<file path="config.mk">
export PLATFORM = sky130hd
export DESIGN_NAME = pcie_flow_fifo
export DESIGN_NICKNAME = d
export VERILOG_FILES = /design/src/rtl/pcie_flow_fifo.sv
export SDC_FILE = /design/constraint.sdc
export NUM_CORES = 1
export LEC_CHECK = 0
export ABC_AREA = 1
export BUFFER_PORTS_ARGS = -buffer_cell sky130_fd_sc_hd__buf_4
export CAP_MARGIN = 20
export CORE_MARGIN = 4
export CORE_UTILIZATION = 64
export CTS_CLUSTER_DIAMETER = 40
export DETAILED_ROUTE_END_ITERATION = 8
export PLACE_DENSITY = 0.95
export SLEW_MARGIN = 20
export SYNTH_ARGS = -nofsm -noshare
export SYNTH_HDL_FRONTEND = slang
export SYNTH_SLANG_ARGS = --single-unit
</file>
<file path="constraint.sdc">
create_clock -name clk -period 4.07 [get_ports clk]
set_clock_uncertainty 0.1 [all_clocks]
set_input_delay 0.407 -clock clk [delete_from_list [all_inputs] [get_ports clk]]
set_output_delay 0.407 -clock clk [all_outputs]
set_load 0.005 [all_outputs]
</file>
<file path="src/rtl/pcie_flow_fifo.sv">
// pcie_flow_fifo: synchronous FIFO for one PCIe switch lane.
// It drives registered status flags for the data-flow controller and
// uses a two-state hysteretic pause machine for back-pressure.
// When the optional macro PCIE_FLOW_FIFO_OCCUPANCY_EN is defined, the
// block adds an `occupancy` output that mirrors the registered count.
module pcie_flow_fifo #(
  parameter int DATA_WIDTH = 6,
  parameter int ADDR_WIDTH = 3,
  parameter int AF_THRESH  = 6,
  parameter int AE_THRESH  = 2
) (
  input  logic                  clk,
  input  logic                  reset,
  input  logic                  push,
  input  logic [DATA_WIDTH-1:0] data_in,
  input  logic                  pop,
  input  logic                  error_clr,
  output logic [DATA_WIDTH-1:0] data_out,
  output logic                  valid_out,
  output logic                  fifo_full,
  output logic                  fifo_empty,
  output logic                  almost_full,
  output logic                  almost_empty,
  output logic                  fifo_pause,
  output logic                  fifo_error
`ifdef PCIE_FLOW_FIFO_OCCUPANCY_EN
  ,
  output logic [ADDR_WIDTH:0]   occupancy
`endif
);

  localparam int DEPTH = 1 << ADDR_WIDTH;
  localparam int CNT_W = ADDR_WIDTH + 1;

  typedef enum logic {RUN = 1'b0, PAUSE = 1'b1} pause_t;

  logic [DATA_WIDTH-1:0] mem [DEPTH];
  logic [ADDR_WIDTH-1:0] wr_ptr, rd_ptr;
  logic [CNT_W-1:0]      count, count_next;
  logic                  push_ok, pop_ok, err_set;
  pause_t                state, state_next;

  // Decide which requests are accepted, based on the current occupancy.
  // A full FIFO still takes a push when a pop frees a slot in the same cycle.
  always_comb begin
    pop_ok     = pop & (count != '0);
    push_ok    = push & ((count != CNT_W'(DEPTH)) | pop_ok);
    err_set    = (push & ~push_ok) | (pop & ~pop_ok);
    count_next = count + CNT_W'(push_ok) - CNT_W'(pop_ok);
  end

  // Storage array; it is not reset, so stale contents are never observable.
  always_ff @(posedge clk) begin
    if (push_ok && !reset) mem[wr_ptr] <= data_in;
  end

  // Pointers, count, read data and status flags.
  always_ff @(posedge clk) begin
    if (reset) begin
      wr_ptr       <= '0;
      rd_ptr       <= '0;
      count        <= '0;
      data_out     <= '0;
      valid_out    <= 1'b0;
      fifo_full    <= 1'b0;
      fifo_empty   <= 1'b1;
      almost_full  <= 1'b0;
      almost_empty <= 1'b1;
    end else begin
      if (push_ok) wr_ptr <= wr_ptr + 1'b1;
      if (pop_ok) begin
        rd_ptr   <= rd_ptr + 1'b1;
        data_out <= mem[rd_ptr];
      end
      valid_out    <= pop_ok;
      count        <= count_next;
      fifo_full    <= (count_next == CNT_W'(DEPTH));
      fifo_empty   <= (count_next == '0);
      almost_full  <= (count_next >= CNT_W'(AF_THRESH));
      almost_empty <= (count_next <= CNT_W'(AE_THRESH));
    end
  end

  // Sticky error flag; a new error in the same cycle wins over the clear.
  always_ff @(posedge clk) begin
    if (reset)          fifo_error <= 1'b0;
    else if (err_set)   fifo_error <= 1'b1;
    else if (error_clr) fifo_error <= 1'b0;
  end

  // Pause state register.
  always_ff @(posedge clk) begin
    if (reset) state <= RUN;
    else       state <= state_next;
  end

  // Hysteresis: set the pause at the high mark and release it at the low mark.
  always_comb begin
    state_next = state;
    case (state)
      RUN:     if (count_next >= CNT_W'(AF_THRESH)) state_next = PAUSE;
      PAUSE:   if (count_next <= CNT_W'(AE_THRESH)) state_next = RUN;
      default: state_next = RUN;
    endcase
  end

  assign fifo_pause = (state == PAUSE);

`ifdef PCIE_FLOW_FIFO_OCCUPANCY_EN
  // Registered copy of the occupancy for the controller.
  always_ff @(posedge clk) begin
    if (reset) occupancy <= '0;
    else       occupancy <= count_next;
  end
`endif

endmodule

</file>
==> out/summary.log <==
INFO  yosys          post_synth_main_area_contributors=edfxtp_1, dfxtp_1, nand2_1, inv_1, nand3_1
INFO  clocking       clk_pin_slew_worst_paths=80ps
INFO  yosys          post_synth_inst_count=326
INFO  worst_setup_path crit_end_element=register
INFO  yosys          synth-async-reset-ratio=0
INFO  final_layout   design.final.nets=369
INFO  sta            final.period_utilization=0.6561
INFO  clocking       clock-sinks=71
INFO  yosys          synth_top_area_share=0.4595
INFO  sta            report.final.setup_viol=0
INFO  worst_setup_path worst-path-max-fanout=17
INFO  final_layout   layout-drive-gt1-share=0.1606
INFO  worst_setup_path arrival=2820ps
INFO  grt            grt_pass1_vias=2258
INFO  sta            timing_max_transition_violations_final=0
INFO  yosys          synth_edf_count=48
INFO  final_layout   area_delta_synth_final=12.29%
INFO  floorplan      placement_rows=25
INFO  grt            grt_remaining_overflow=0
INFO  routing        routed_wire_length_per_instance=15.60um
INFO  yosys          yosysWarningCount=0
INFO  sta            slew_limit_headroom=0.2940
INFO  sta            min_period=2671ps
INFO  worst_setup_path cp_slowest_cell=fa_1
INFO  routing        via_count=2309
INFO  yosys          syn_avg_cell_area=9.622um2
INFO  clocking       post_cts_resize_count=0
INFO  sta            fin_tns_setup=0ps
INFO  final_layout   mostFrequentLayoutCells=nand2_1, inv_1, edfxtp_1, nand3_1, buf_4
INFO  run            drv_cap=0
INFO  worst_setup_path timing.critical_path.from_type=register
INFO  worst_setup_path critPathKind=reg -> reg
INFO  sta            tightest_slew=1051ps
INFO  power          total_leakage_power=0.001536uW
INFO  routing        drt_first_iter_violations=200
INFO  status         outcome=finished, final reports clean
INFO  final_layout   leading_cell_type_in_the_layout_fill_and_taps_excluded=nand2_1
INFO  floorplan      start_util=0.6641
INFO  grt            groute.usage.overall=0.2414
INFO  placement      post_dp_cell_area=3323um2
INFO  routing        count_of_nets_left_with_antenna_violations_after_detail_routing=0
INFO  yosys          yosysSeqAreaShare=0.6063
INFO  clocking       hold_buffers=0
INFO  yosys          syn_nets=345
INFO  clocking       tritoncts_clock_tree=yes
INFO  final_layout   num_antenna_cells=0
INFO  yosys          mux_cell_area_share_after_synthesis=0
INFO  worst_setup_path worst_path_most_repeated_cell=inv_1
INFO  routing        routed_wl=6.582mm
INFO  placement      io_buffers=23
INFO  grt            grt_max_degree=27
INFO  grt            grt_antenna_before_repair=0
INFO  floorplan      num_io_pins=24
INFO  final_layout   final_cell_area_excluding_filler_cells=3522um2
INFO  routing        drcViolationCount=0
INFO  placement      place.detailed.hpwl=4.112mm
INFO  worst_setup_path worst-endpoint-required=4220ps
INFO  final_layout   final_core_utilization=0.7457
INFO  yosys          ys_dominant_reg_cell=edfxtp_1
INFO  yosys          netlist-cell-type-count=28
INFO  floorplan      die_w=78.01um
INFO  clocking       cts-root-buf=clkbuf_8
INFO  yosys          cell_area_after_synthesis=3137um2
INFO  floorplan      die_footprint=6086um2
INFO  clocking       cts.htree.levels=3
INFO  floorplan      core_region_area=4723um2
INFO  worst_setup_path critical-path-max-stage-delay=370ps
INFO  clocking       number_of_buffers_added_by_the_clock_tree_synthesis_step=9
INFO  worst_setup_path critical_path_cell_sequence=inv_1 -> ha_1 -> nand3_2 -> nand2_4 -> nand2_1 -> nand2_2 -> xor2_1 -> ha_1 -> inv_1 -> fa_1 -> xnor2_1 -> inv_1 -> a31oi_1 -> inv_1
INFO  yosys          synth_compound_area_frac=0.03271
INFO  yosys          post-synth-top-area-cell=edfxtp_1
INFO  floorplan      fp.dieH=78.01um
INFO  yosys          ys_ff_latch=71
INFO  clocking       cts_max_path_buffers=2
INFO  placement      gp_congestion=0.8331
INFO  power          ir_worst_vdd=0.3359mV
INFO  sta            hold_violations=0
INFO  yosys          yosys.area_share.adder=0.03430
INFO  sta            achievable-frequency=374.5MHz
INFO  yosys          simple_gate_area_share_of_the_yosys_netlist=0.2214
INFO  grt            wire_length_of_the_first_global_routing_pass=10.71mm
INFO  clocking       cts_post_setup_buffers_inserted=0
INFO  sta            grt_setup_unrepaired=no
INFO  routing        routed_via_density=5.472
INFO  yosys          yosys.area_share.xor_xnor=0.008377
INFO  power          power-per-cell-area=615.9nW/um2
INFO  yosys          largest_family_of_logic_cells_by_synthesized_area=simple AND/OR/NAND/NOR gates
INFO  clocking       insertion_delay=360ps
INFO  routing        first_pass_iters=5
INFO  min_path       hold_path_class=in -> reg
[cells by family after synthesis]
kind of cell             after synthesis
AND/OR/NAND/NOR                      154
AO/OA/AOI/OAI                         20
buffers and inverters                 70
flip-flops                            71
XOR/XNOR                               3
adder cells (fa/ha/maj)                8
[critical path, delay by kind of cell (launching register included)]
kind | cells | cell delay, ps
adders and majority gates | 3 | 750
and+or+nand+nor | 4 | 500
xor gates and xnor gates | 2 | 420
buffers and inverters | 4 | 320
DFF | 1 | 310
AOI/OAI and AO/OA | 1 | 170
[registers in the layout (all words and copies together), names as in the netlist]
name	flops
fifo_empty	1
almost_full	1
fifo_error	1
count	4
mem	48
almost_empty	1
fifo_pause	1
rd_ptr	3
fifo_full	1
data_out	6
wr_ptr	3
valid_out	1
[path summary, 6_finish.rpt]
check                                           endpoint  depth (start not counted)                      from  slack (ps)
worst min-delay path                 mem[7][0]$_DFFE_PP_                          1                data_in[0]         180
worst min register to register  data_out[2]$_SDFFE_PP0N_                          2  data_out[2]$_SDFFE_PP0N_         370
worst max-delay path               fifo_empty$_SDFF_PP1_                         14       count[2]$_SDFF_PP0_        1400
worst max register to register     fifo_empty$_SDFF_PP1_                         14       count[2]$_SDFF_PP0_        1400
[per-stage QoR]
step	cells	worst slack, ps	hold slack, ps	power (uW)
floorplan	326	1687	359.9	1448
global placement	406	1536	362.8	1591
detailed placement	406	1408	366.5	1631
CTS	422	1389	168.5	2168
global route	422	1093	175.4	2313
finish	422	1399	176.0	2169
[cells in the mapped netlist, types with 2 or more instances]
library cell and number:
edfxtp_1 48, xor2_1 2, o21ai_0 5, nand2_1 74, dfxtp_1 23, inv_1 56
buf_6 4, ha_1 7, buf_2 5, and3_1 2, nand3_2 2, nor2_1 17
a21oi_1 13, nand3_1 41, clkbuf_1 2, nand2_2 9, nor3_1 4, inv_4 2
[report_power, final]
part	total (uW)	switching [uW]	internal, uW
Clock	539	259	280
Sequential	956	95.3	861
Combinational	674	408	266
Total	2170	762	1410
[final cells by class]
type                    count  area, um2
repair buffers             24      180.2
well taps                  67      83.83
multi-input cells         185      940.9
inverters                  59      226.5
fillers                   324       1201
clock buffers              10      127.6
clock inverters             6      61.31
flip-flops and latches     71       1902
[per-layer routing]
| metal | part of all wire | GRT usage | up-vias |
|---|---|---|---|
| met3 | 0.084 | 0.05734 | 33 |
| li1 | - | - | 1097 |
| met2 | 0.49 | 0.3913 | 128 |
| met4 | 0.053 | 0.1678 | 0 |
| met1 | 0.37 | 0.2835 | 1051 |
| met5 | 0 | 0 | - |
Note: power is estimated with default switching activity, not from simulation.
